`config.mk`:
```
export PLATFORM = sky130hd
export DESIGN_NAME = life_step_scheduler
export DESIGN_NICKNAME = d
export VERILOG_FILES = /design/src/rtl/life_sched_pkg.sv /design/src/rtl/life_step_scheduler_tick_divider.sv /design/src/rtl/life_step_scheduler.sv
export SDC_FILE = /design/constraint.sdc
export NUM_CORES = 1
export LEC_CHECK = 0
export ABC_AREA = 1
export CAP_MARGIN = 20
export CORE_UTILIZATION = 37
export CTS_BUF_LIST = sky130_fd_sc_hd__clkbuf_8
export DETAILED_ROUTE_END_ITERATION = 12
export PLACE_DENSITY_LB_ADDON = 0.3
export SYNTH_ARGS = -nofsm -noshare
export SYNTH_HDL_FRONTEND = slang
export SYNTH_SLANG_ARGS = --single-unit
```
`constraint.sdc`:
```
create_clock -name clk -period 2.6 [get_ports clk]
set_input_delay 0.26 -clock clk [delete_from_list [all_inputs] [get_ports clk]]
set_output_delay 0.26 -clock clk [all_outputs]
set_load 0.01 [all_outputs]
```
`src/rtl/life_sched_pkg.sv`:
```
// Shared types and constants for the Game-of-Life generation scheduler.
// Optional build macro used by the top level: LIFE_SCHED_OVERRUN_CNT_EN.
package life_sched_pkg;

    typedef enum logic [1:0] {
        IDLE  = 2'd0,
        WAIT  = 2'd1,
        START = 2'd2,
        BUSY  = 2'd3
    } sched_state_t;

    // One second at a 12 MHz system clock.
    localparam int unsigned LIFE_DEFAULT_PERIOD = 32'd12_000_000;

    function automatic logic is_busy_state(input sched_state_t s);
        return (s == START) || (s == BUSY);
    endfunction

endpackage

```
`src/rtl/life_step_scheduler_tick_divider.sv`:
```
// Programmable tick divider: counts 0..period-1 while enabled and emits a
// registered one-cycle tick on each wrap. A period load restarts the count.
module tick_divider #(
    parameter int          PERIOD_W       = 24,
    parameter int unsigned DEFAULT_PERIOD = 12_000_000
) (
    input  logic                clk,
    input  logic                rst,
    input  logic                run_en,
    input  logic                period_ld,
    input  logic [PERIOD_W-1:0] period_in,
    output logic                tick
);

    logic [PERIOD_W-1:0] period_reg;
    logic [PERIOD_W-1:0] count_reg;
    logic                tick_reg;
    logic                wrap;

    // Periods of 0 and 1 both degenerate to a tick on every cycle.
    assign wrap = (period_reg <= PERIOD_W'(1)) ||
                  (count_reg >= (period_reg - PERIOD_W'(1)));

    always_ff @(posedge clk) begin
        if (!rst) begin
            period_reg <= PERIOD_W'(DEFAULT_PERIOD);
            count_reg  <= '0;
            tick_reg   <= 1'b0;
        end else if (period_ld) begin
            period_reg <= period_in;
            count_reg  <= '0;
            tick_reg   <= 1'b0;
        end else if (!run_en) begin
            count_reg  <= '0;
            tick_reg   <= 1'b0;
        end else if (wrap) begin
            count_reg  <= '0;
            tick_reg   <= 1'b1;
        end else begin
            count_reg  <= count_reg + PERIOD_W'(1);
            tick_reg   <= 1'b0;
        end
    end

    assign tick = tick_reg;

endmodule

```
`src/rtl/life_step_scheduler.sv`:
```
// Run/pause/single-step scheduler issuing one gen_start per tick to the grid engine.
// Build macro LIFE_SCHED_OVERRUN_CNT_EN adds a saturating dropped-tick counter.
module life_step_scheduler
    import life_sched_pkg::*;
#(
    parameter int          PERIOD_W       = 24,
    parameter int unsigned DEFAULT_PERIOD = LIFE_DEFAULT_PERIOD,
    parameter int          GEN_W          = 16,
    parameter int          OVR_W          = 8
) (
    input  logic                clk,
    input  logic                rst,
    input  logic                run_en,
    input  logic                step_req,
    input  logic                period_ld,
    input  logic [PERIOD_W-1:0] period_in,
    input  logic                gen_done,
    output logic                gen_start,
    output logic                tick,
    output logic                sched_busy,
    output logic [GEN_W-1:0]    gen_count,
    output logic [OVR_W-1:0]    overrun_cnt
);

    sched_state_t     state_reg;
    sched_state_t     state_next;
    logic             gen_start_reg;
    logic             sched_busy_reg;
    logic [GEN_W-1:0] gen_count_reg;
    logic             done_accept;

    tick_divider #(
        .PERIOD_W       (PERIOD_W),
        .DEFAULT_PERIOD (DEFAULT_PERIOD)
    ) u_tick_divider (
        .clk       (clk),
        .rst       (rst),
        .run_en    (run_en),
        .period_ld (period_ld),
        .period_in (period_in),
        .tick      (tick)
    );

    // A single-step request takes priority over entering free-run.
    always_comb begin
        state_next = state_reg;
        case (state_reg)
            IDLE: begin
                if (step_req)
                    state_next = START;
                else if (run_en)
                    state_next = WAIT;
            end
            WAIT: begin
                if (!run_en)
                    state_next = IDLE;
                else if (tick)
                    state_next = START;
            end
            START: state_next = BUSY;
            BUSY: begin
                if (gen_done)
                    state_next = run_en ? WAIT : IDLE;
            end
            default: state_next = IDLE;
        endcase
    end

    assign done_accept = (state_reg == BUSY) && gen_done;

    // Outputs are decoded from the next state so they change with the state register.
    always_ff @(posedge clk) begin
        if (!rst) begin
            state_reg      <= IDLE;
            gen_start_reg  <= 1'b0;
            sched_busy_reg <= 1'b0;
            gen_count_reg  <= '0;
        end else begin
            state_reg      <= state_next;
            gen_start_reg  <= (state_next == START);
            sched_busy_reg <= is_busy_state(state_next);
            if (done_accept)
                gen_count_reg <= gen_count_reg + GEN_W'(1);
        end
    end

    assign gen_start  = gen_start_reg;
    assign sched_busy = sched_busy_reg;
    assign gen_count  = gen_count_reg;

`ifdef LIFE_SCHED_OVERRUN_CNT_EN
    logic             overrun_evt;
    logic [OVR_W-1:0] overrun_cnt_reg;

    // Ticks landing while a generation is in flight are dropped, never queued.
    assign overrun_evt = tick && is_busy_state(state_reg);

    always_ff @(posedge clk) begin
        if (!rst)
            overrun_cnt_reg <= '0;
        else if (overrun_evt && (overrun_cnt_reg != {OVR_W{1'b1}}))
            overrun_cnt_reg <= overrun_cnt_reg + OVR_W'(1);
    end

    assign overrun_cnt = overrun_cnt_reg;
`else
    assign overrun_cnt = '0;
`endif

endmodule

```
-- Word-level counts from Yosys, hierarchy flattened
Index checks and enable logic that the tools add are counted.
- bits in registers: 69
- output and inout port bits: 27
- add/sub/neg operators: 3
- $lt $le $gt $ge: 2
- equality and inequality tests: 5
- multiplexer cells: 8
- bitwise operators: 2
- reduce and logical (&&, ||, !) cells: 6
- operators by type and width (kind ; number):
    adder 24 x 1 -> 24 bit (second input constant) ; 1
    greater-or-equal comparator 24 bit ; 1
    <= comparator 24 x 1 -> 1 bit (second input constant) ; 1
    subtractor 24 x 1 -> 24 bit (second input constant) ; 1
    adder 16 x 1 -> 16 bit (second input constant) ; 1
    two-way mux 2 bit ; 5
    == test 2 bit (second input constant) ; 4
    one-hot mux 2 bit (4 select lines) ; 1
    OR reduction 4 bit ; 1
    OR reduction 3 bit ; 1
    == test 2 x 1 -> 1 bit (second input constant) ; 1
    zero test 2 bit ; 1
    logical OR 1 bit ; 2
    two-way mux 1 bit ; 2
    inverter 1 bit ; 2
    logical AND 1 bit ; 1

-- Depth between registers and ports, before layout
Gate-level depths: netlist (run 1).
- word-level depth: 5
- depth in mapped cells: 19
- depth with buffers taken out: 19

-- Hierarchy
Synthesis (run 1) repeated with hierarchy kept, for this count alone.
- cells, all modules: 630
- area, all modules: 4339.2 µm²
- modules (own cells, without submodules) (module ; instances ; cells each ; area each (µm²) ; sequential area each (µm²)):
    tick_divider ; 1 ; 465 ; 3243.1 ; 980.9
    life_step_scheduler ; 1 ; 165 ; 1096.1 ; 380.4

-- Worst setup path before layout (run 1)
Ideal clock, no wire load.
- path type: reg2reg
- start point: register u_tick_divider.period_reg[0]
- end point: register u_tick_divider.count_reg[16]
- arrival time: 2.283 ns
- path slack: 0.201 ns
- cell stages (with the launch flop): 17
- path buffers: 1
- clock period less this slack: 2.399 ns
- cells stage by stage: dfxtp_1 -> inv_1 -> ha_1 -> inv_1 -> nor3_2 -> nand4_1 -> xor2_1 -> inv_1 -> ha_1 -> nand2_1 -> nor2_1 -> nand4_1 -> nor2_1 -> nand2_1 -> nand4_4 -> buf_6 -> nor2_2
- cells in the longest elaborated chain, start to end: 4
- elaborated cells on any way between the ends: 5
- classes of those cells: 1 x add/sub; 2 x order compare; 2 x reduce/logical
- RTL lines (item ; RTL line ; RTL):
    start: declaration ; life_step_scheduler_tick_divider.sv:15 ; logic [PERIOD_W-1:0] period_reg;
    start signal: assignment ; life_step_scheduler_tick_divider.sv:26 ; period_reg <= PERIOD_W'(DEFAULT_PERIOD);
    start signal: assignment ; life_step_scheduler_tick_divider.sv:30 ; period_reg <= period_in;
    subtractor 24 x 1 -> 24 bit ; life_step_scheduler_tick_divider.sv:22 ; (count_reg >= (period_reg - PERIOD_W'(1)));
    greater-or-equal comparator 24 bit ; life_step_scheduler_tick_divider.sv:22 ;
    logical OR 1 bit (*) ; life_step_scheduler_tick_divider.sv:21 ; assign wrap = (period_reg <= PERIOD_W'(1)) ||
    OR reduction 4 bit (no source line) (*) ; -- ;
    end signal: assignment ; life_step_scheduler_tick_divider.sv:40 ; count_reg <= count_reg + PERIOD_W'(1);
    end: declaration ; life_step_scheduler_tick_divider.sv:16 ; logic [PERIOD_W-1:0] count_reg;
Every way passes the cells marked *; elsewhere a longest branch is shown, timed or not.
A chain may end at the register's enable or synchronous reset.

-- Worst setup path after layout (run 1)
- start point: register u_tick_divider.period_reg[3]
- end point: register u_tick_divider.count_reg[16]
The elaborated chain is that of the path after synthesis.

==> reports/metrics.csv, run 1 <==
stage,metric,value,unit
route,drt-initial-drc-count,177,
grt,grt_start_max_net_pins,31,
floorplan,fp.dieW,110,um
placement,place.gp.congestion,0.877,
power,power.switching_fraction,27.3,%
floorplan,fp.dieH,110,um
placement,io_buffers,48,
grt,antenna_found_initial,0,
sta,worst-slew-pin-transition,0.681,ns
synthesis,ys_ff_latch,69,
power,seq_power_share,48.2,%
critical_path,critical_path_arrival,2.80,ns
critical_path,critPathCaptureType,flop,
synthesis,yosys.cell_types.count,36,
floorplan,die_area,0.0120,mm^2
cts,tritoncts_clock_tree,done,
critical_path,timing.critical_path.slowest_stage_cell,sky130_fd_sc_hd__dfxtp_2,
power,irDropWorstVdd,0.345,mV
placement,hpwl,8040,um
critical_path,crit_type,reg2reg,
floorplan,core_area,0.0110,mm^2
critical_path,r2r_setup_slack,0.08,ns
cts,clk_root_buffer_cell,sky130_fd_sc_hd__clkbuf_8,
critical_path,worst-endpoint-required,2.89,ns
route,remaining_drc_errors,0,
floorplan,io_pins,57,
cts,cts_bufs_inserted,9,
cts,clkLatencyLatePin,0.35,ns
sta,final_hold_viol_count,0,
layout,diode_insertion_count_for_antenna_repair,0,
power,p_sw,639,uW
grt,first_pass_grt_wire_length,16900,um
cts,cts_htree_levels,3,
synthesis,syn_avg_cell_area,6.95,um^2
cts,cts_hold_buf,0,
cts,cts.clk_slew.worst_paths,0.07,ns
route,totalWireLength,10200,um
route,drt-vias-per-instance,4.75,
layout,drive_above_1_share,15.6,%
job,timing.max_cap.violations,0,
sta,setup_repair_after_global_routing_missed_its_margin,true,
sta,finalCritPeriodShare,96.8,%
route,dr_total_vias,3959,
sta,achievable-frequency,0.397,GHz
critical_path,timing.critical_path.mode_cell,sky130_fd_sc_hd__nand2_1,
power,internal-power,1.70,mW
sta,setup_tns,0,ns
grt,first_global_vias,3879,
critical_path,setup.worst_path.start_class,flop,
synthesis,yosysSeqAreaShare,32.3,%
sta,final_period_minus_worst_setup_slack,2.52,ns
synthesis,ys.warnings.count,0,
critical_path,cp_max_fo,8,
grt,grt_use_total,18.1,%
critical_path,crit_path_max_incr_delay,0.34,ns
floorplan,std_cell_rows,38,
cts,cts-root-to-sink-buffers,2,
sta,fin_worst_skew,0.00815,ns
layout,sequential_cell_area,0.00139,mm^2
route,router_iterations_before_antenna_repair,4,
layout,finish.net_count,747,
grt,globalRoute.totalOverflow,0,
route,drt-wirelength-per-cell,12.3,um
route,antenna_violating_nets_left,0,
sta,final.hold.worst_slack,0.465,ns
power,power_per_cell_area,433,mW/mm^2
power,leakagePower,2.23,nW
synthesis,syn-cell-area,0.00428,mm^2
critical_path,cpLargestDelayFamily,simple AND/OR/NAND/NOR gates,
critical_path,critical_path_cell_by_cell,buf_6 > or2_4 > buf_4 > nor2_1 > nand3_1 > xor2_1 > inv_1 > ha_1 > nand2_1 > inv_1 > nand2_1 > nand2_1 > nand2_1 > nand2_1 > nor2_4 > nand4_4 > buf_12 > nor2_2,
layout,synthToLayoutAreaGrowth,26.5,%
cts,clkSinkCount,69,
critical_path,worst-path-buf-inv,5,
power,clock_power_share,36.5,%
sta,slew-limit-headroom,54.3,%
sta,setup_violations,0,
power,power_frac_comb,15.3,%
floorplan,start_util,38.8,%
layout,fill_cells,1087,
synthesis,post_synth_inst_count,616,
run_status,outcome,finished clean,
layout,multi_input_comb_area,0.00264,mm^2
worst_hold_path,hold_path.class,reg2reg,
sta,slew_violations,0,
==> metrics by stage <==
stage / instance area [um^2] / power (mW) / utilization, % / cells / setup slack, ns
2_1_floorplan: 4310 / 1.35 / - / 623 / 0.201
3_3_place_gp: 5010 / 1.46 / 45.4 / 810 / 0.0290
3_5_place_dp: 5010 / 1.47 / 45.4 / 810 / -0.0325
4_1_cts: 5210 / 2.34 / 47.3 / 825 / 0.00314
5_1_grt: 5410 / 2.46 / 49.1 / 833 / -0.145
6_report: 5410 / 2.34 / 49.1 / 833 / 0.0826
==> power groups by stage <==
stage / Clock, mW / Combinational, mW / Sequential (mW)
floorplan: 0 / 0.200 / 1.15
global placement: 0 / 0.310 / 1.15
detailed placement: 0 / 0.319 / 1.15
CTS: 0.893 / 0.326 / 1.12
global route: 0.923 / 0.401 / 1.13
finish: 0.855 / 0.359 / 1.13
==> metal layers <==
metal | track usage, % | share of wire [%] | up-vias
li1 | - | - | 2079
met4 | 5.43 | 1.3 | 0
met3 | 5.69 | 5.6 | 13
met5 | 0 | 0 | -
met2 | 32.6 | 49 | 68
met1 | 20.3 | 44 | 1799
==> worst reg2reg max path, delay by kind of cell, from the launching register on <==
kind | cells | cell delay [ns]
xor+xnor | 1 | 0.16
fa+ha+maj | 1 | 0.27
buf+inv | 5 | 0.56
flops | 1 | 0.34
simple gates | 11 | 1.12
==> final cells by class <==
class | instances | share of cell area, %
Inverter | 80 | 5.55
Sequential cell | 69 | 25.6
Tap cell | 140 | 3.24
Clock buffer | 9 | 2.29
Timing Repair Buffer | 73 | 13.3
Multi-Input combinational cell | 456 | 48.8
Clock inverter | 6 | 1.20
==> placed cells by master, fill, tap and decap left out, types with 3 or more instances in the layout <==
| cell | Yosys | routed |
|---|---|---|
| sky130_fd_sc_hd__nand3_1 | 24 | 23 |
| sky130_fd_sc_hd__xor2_1 | 29 | 28 |
| sky130_fd_sc_hd__buf_12 | 0 | 3 |
| sky130_fd_sc_hd__o21ai_0 | 21 | 21 |
| sky130_fd_sc_hd__inv_2 | 0 | 4 |
| sky130_fd_sc_hd__nor2_1 | 94 | 84 |
| sky130_fd_sc_hd__nor3_2 | 2 | 3 |
| sky130_fd_sc_hd__conb_1 | 1 | 8 |
| sky130_fd_sc_hd__nand2_1 | 129 | 125 |
| sky130_fd_sc_hd__nor2_2 | 26 | 31 |
| sky130_fd_sc_hd__inv_1 | 79 | 75 |
| sky130_fd_sc_hd__clkdlybuf4s50_1 | 0 | 48 |
| sky130_fd_sc_hd__xnor2_1 | 11 | 10 |
| sky130_fd_sc_hd__nor3_1 | 25 | 23 |
| sky130_fd_sc_hd__ha_1 | 28 | 26 |
| sky130_fd_sc_hd__nor2_4 | 5 | 10 |
| sky130_fd_sc_hd__dfxtp_1 | 69 | 65 |
| sky130_fd_sc_hd__buf_4 | 8 | 18 |
| sky130_fd_sc_hd__buf_6 | 1 | 4 |
| sky130_fd_sc_hd__nand2_2 | 2 | 5 |
| sky130_fd_sc_hd__clkbuf_8 | 0 | 9 |
| sky130_fd_sc_hd__dfxtp_2 | 0 | 4 |
| sky130_fd_sc_hd__nand4_1 | 9 | 9 |
| sky130_fd_sc_hd__a21oi_1 | 27 | 27 |
==> synthesized netlist by cell type, drive strengths merged <==
| cell type | instances | area (um^2) |
|---|---|---|
| or2 | 1 | 8.76 |
| conb | 1 | 3.75 |
| nand3 | 26 | 148 |
| nand3b | 2 | 15.0 |
| nor3 | 27 | 145 |
| dfxtp | 69 | 1380 |
| a22o | 1 | 8.76 |
| nand4 | 10 | 77.6 |
| ha | 28 | 350 |
| clkinv | 1 | 3.75 |
| xor2 | 29 | 254 |
| clkbuf | 7 | 26.3 |
| o21ai | 22 | 110 |
| a211oi | 1 | 7.51 |
| o21bai | 1 | 7.51 |
| xnor2 | 11 | 96.3 |
| a31oi | 2 | 12.5 |
| buf | 11 | 90.1 |
| nor2 | 125 | 572 |
| nand2 | 131 | 497 |
| a21oi | 27 | 135 |
| o21a | 1 | 7.51 |
| o211a | 1 | 10.0 |
| a21o | 2 | 15.0 |
| inv | 79 | 297 |
==> worst paths after layout <==
path,startpoint,end,cells past startpoint
setup / recovery,u_tick_divider.period_reg[3],u_tick_divider.count_reg[16],18
hold / removal,u_tick_divider.count_reg[0],u_tick_divider.count_reg[0],1
setup reg to reg,u_tick_divider.period_reg[3],u_tick_divider.count_reg[16],18
hold reg to reg,u_tick_divider.count_reg[0],u_tick_divider.count_reg[0],1
==> cell families after synthesis <==
| kind of cell | Yosys count | synth area share [%] |
|---|---|---|
| simple gates | 322 | 34.2 |
| buf+inv | 98 | 9.74 |
| flops | 69 | 32.3 |
| compound gates | 58 | 7.34 |
| xor+xnor | 40 | 8.19 |
| fa+ha+maj | 28 | 8.19 |
| other cells | 1 | 0.0876 |
==> what timing repair did <==
action                                 CTS  global route
pin swaps                                1            22
resized for setup                        4            38
endpoints found under the hold margin    0             0
setup endpoints to repair               24            25
setup buffers                            0             8
No activity file was read; power rests on OpenSTA's default activity.
==> run 2, diff against run 1 <==
--- a/config.mk
+++ b/config.mk
@@ -7,7 +7,7 @@
 export LEC_CHECK = 0
 export ABC_AREA = 1
 export CAP_MARGIN = 20
-export CORE_UTILIZATION = 37
+export CORE_UTILIZATION = 50
 export CTS_BUF_LIST = sky130_fd_sc_hd__clkbuf_8
 export DETAILED_ROUTE_END_ITERATION = 12
 export PLACE_DENSITY_LB_ADDON = 0.3
==> run 2 against run 1 <==
Against the previous run:
- total power is 0.39% higher
- largest power group unchanged
- via count increased by 2.2%
- maximum frequency decreased by 2.9%
- hold slack lost 0.00063 ns
- die area shrank 26%
- final area up 0.55%
- first-iteration DRC count down 34%
- sequential share of layout area decreased by 0.16 points
- critical path type unchanged
==> reports/metrics.csv, run 2 (same netlist as run 1, synthesis figures left out) <==
stage,metric,value,unit,change
grt,first_pass_grt_wire_length,16300,um,-3.6%
route,drt-initial-drc-count,117,,-34%
floorplan,fp.dieH,94.5,um,-14%
layout,diode_insertion_count_for_antenna_repair,0,,unchanged
floorplan,std_cell_rows,33,,-13%
critical_path,timing.critical_path.mode_cell,sky130_fd_sc_hd__nor2_4,,
cts,clkSinkCount,69,,unchanged
critical_path,critPathCaptureType,flop,,
critical_path,setup.worst_path.start_class,flop,,
floorplan,io_pins,57,,unchanged
power,power_per_cell_area,432,mW/mm^2,-0.17%
critical_path,cp_max_fo,8,,unchanged
placement,placedCellCount,779,,-3.8%
critical_path,crit_path_max_incr_delay,0.34,ns,about the same
layout,finish.net_count,747,,unchanged
sta,setup_violations,0,,unchanged
cts,cts_bufs_inserted,9,,unchanged
sta,setup_repair_after_global_routing_missed_its_margin,true,,
placement,preCtsSetupSlack,-0.0599,ns,-0.0273 ns
floorplan,core_area,0.00826,mm^2,-25%
sta,final_period_minus_worst_setup_slack,2.59,ns,+0.0746 ns
run_status,outcome,finished clean,,
sta,achievable-frequency,0.386,GHz,-2.9%
grt,grt_start_max_net_pins,31,,unchanged
power,irDropWorstVdd,0.310,mV,-10%
grt,antenna_found_initial,0,,unchanged
route,drt-vias-per-instance,5.07,,+6.7%
critical_path,worst-endpoint-required,2.84,ns,-0.05 ns
placement,detailed_place.area,0.00500,mm^2,-0.27%
critical_path,timing.critical_path.slowest_stage_cell,sky130_fd_sc_hd__dfxtp_2,,
route,remaining_drc_errors,0,,unchanged
layout,drive_above_1_share,16.0,%,+0.43 points
placement,io_buffers,48,,unchanged
floorplan,start_util,51.8,%,+13 points
layout,final_cell_area,0.00544,mm^2,+0.55%
sta,finalCritPeriodShare,99.7,%,+2.9 points
sta,final.hold.worst_slack,0.465,ns,-0.000632 ns
route,dr_total_vias,4048,,+2.2%
floorplan,die_area,0.00893,mm^2,-26%
job,timing.max_cap.violations,0,,unchanged
cts,cts-root-to-sink-buffers,2,,unchanged
layout,layoutNonFillerInstCount,798,,-4.2%
sta,worst_slack,0.00805,ns,-0.0746 ns
grt,globalRoute.totalOverflow,0,,unchanged
cts,cts.clk_slew.worst_paths,0.08,ns,about the same
sta,slew_violations,0,,unchanged
layout,final_common_cell,sky130_fd_sc_hd__nand2_1,,
floorplan,fp.dieW,94.5,um,-14%
route,antenna_violating_nets_left,0,,unchanged
layout,synthToLayoutAreaGrowth,27.2,%,
critical_path,crit_type,reg2reg,,
critical_path,critical_path_arrival,2.83,ns,+0.03 ns
cts,clkLatencyLatePin,0.36,ns,about the same
layout,commonest_cells_after_routing_fill_and_taps_aside,"122 x sky130_fd_sc_hd__nand2_1, 85 x sky130_fd_sc_hd__nor2_1, 73 x sky130_fd_sc_hd__inv_1",,
route,totalWireLength,10200,um,-0.28%
critical_path,cpLargestDelayFamily,simple AND/OR/NAND/NOR gates,,
critical_path,critical_path_cell_by_cell,nor2_4 > nand2_2 > nor2_4 > inv_2 > buf_4 > nor3_4 > nand2_1 > xnor2_1 > inv_1 > ha_4 > nand2_1 > inv_2 > nand4_1 > nor2_1 > nand2_2 > nand4_4 > buf_12 > nor2_4,,
worst_hold_path,hold_path.class,in2reg,,
cts,tritoncts_clock_tree,done,,
placement,place.gp.congestion,0.896,,+2.2%
sta,final_hold_viol_count,0,,unchanged
placement,hpwl,7800,um,-3.1%
grt,grt_use_total,23.5,%,+5.4 points
sta,fin_worst_skew,0.0146,ns,+0.00645 ns
cts,cts_htree_levels,3,,unchanged
route,router_iterations_before_antenna_repair,5,,+1
grt,first_global_vias,3823,,-1.4%
cts,clk_root_buffer_cell,sky130_fd_sc_hd__clkbuf_8,,
layout,layout.core_utilization,65.9,%,+17 points
power,leakagePower,2.24,nW,+0.10%
route,drt-wirelength-per-cell,12.8,um,+4.1%
critical_path,worst-path-buf-inv,5,,unchanged
[run 2: cell count changes in the layout (fill, tap and decap cells not counted), moves of 3 or more]
| cell | delta |
|---|---|
| sky130_fd_sc_hd__nand2_2 | +3 |
| sky130_fd_sc_hd__nor2_2 | -17 |
| sky130_fd_sc_hd__nor2_4 | +16 |
| sky130_fd_sc_hd__nand2_1 | -3 |
[run 2: final timing paths]
kind / to / slack (ns) / depth (start not counted) / from
min reg2reg: u_tick_divider.count_reg[0] / 0.50 / 1 / u_tick_divider.count_reg[0]
max: u_tick_divider.count_reg[2] / 0.008 / 18 / u_tick_divider.period_reg[2]
max reg2reg: u_tick_divider.count_reg[2] / 0.008 / 18 / u_tick_divider.period_reg[2]
min: u_tick_divider.period_reg[23] / 0.46 / 3 / period_in[23]
[run 2: worst reg2reg max path, cell delays in order, from the launching register on]
cell                      delay [ns]
sky130_fd_sc_hd__dfxtp_2        0.34
sky130_fd_sc_hd__nor2_4         0.12
sky130_fd_sc_hd__nand2_2        0.08
sky130_fd_sc_hd__nor2_4         0.17
sky130_fd_sc_hd__inv_2          0.06
sky130_fd_sc_hd__buf_4          0.14
sky130_fd_sc_hd__nor3_4         0.13
sky130_fd_sc_hd__nand2_1        0.09
sky130_fd_sc_hd__xnor2_1        0.15
sky130_fd_sc_hd__inv_1          0.09
sky130_fd_sc_hd__ha_4           0.27
sky130_fd_sc_hd__nand2_1        0.06
sky130_fd_sc_hd__inv_2          0.06
sky130_fd_sc_hd__nand4_1        0.12
sky130_fd_sc_hd__nor2_1         0.15
sky130_fd_sc_hd__nand2_2        0.09
sky130_fd_sc_hd__nand4_4        0.14
sky130_fd_sc_hd__buf_12         0.18
sky130_fd_sc_hd__nor2_4         0.04
[run 2: stage by stage]
stage / TNS, ns / total power [mW]
after floorplan: 0 / 1.35
after global placement: 0 / 1.46
after detailed placement: -1.09 / 1.47
after CTS: 0 / 2.34
after global routing: -3.16 / 2.46
final: 0 / 2.35
[run 2: final cells by class]
type | instances | area, um^2
Inverter | 80 | 300
Timing Repair Buffer | 73 | 713
Sequential cell | 69 | 1390
Tap cell | 105 | 131
Clock buffer | 9 | 124
Fill cell | 724 | 2820
Clock inverter | 6 | 65.1
Multi-Input combinational cell | 456 | 2720
[run 2: timing repair]
item	in CTS	in global routing
endpoints found under the hold margin	0	0
cloned	0	0
endpoints found under the setup margin	24	25
setup buffers	0	4
resized for setup	9	51
pin swaps	3	24
hold buffers	0	0
[run 2: metal layers]
metal,part of all wire (%),vias to the layer above,GRT usage [%]
met5,0,-,0
met4,2.6,0,9.47
met3,5.2,31,7.33
met2,49,97,42.3
met1,43,1840,25.3
li1,-,2080,-
[run 2: where the power goes]
group / internal, mW / leakage, nW / switching [mW] / total (mW)
logic: 0.170 / 1.58 / 0.195 / 0.365
registers: 1.09 / 0.564 / 0.0335 / 1.12
clock network: 0.437 / 0.0950 / 0.424 / 0.861
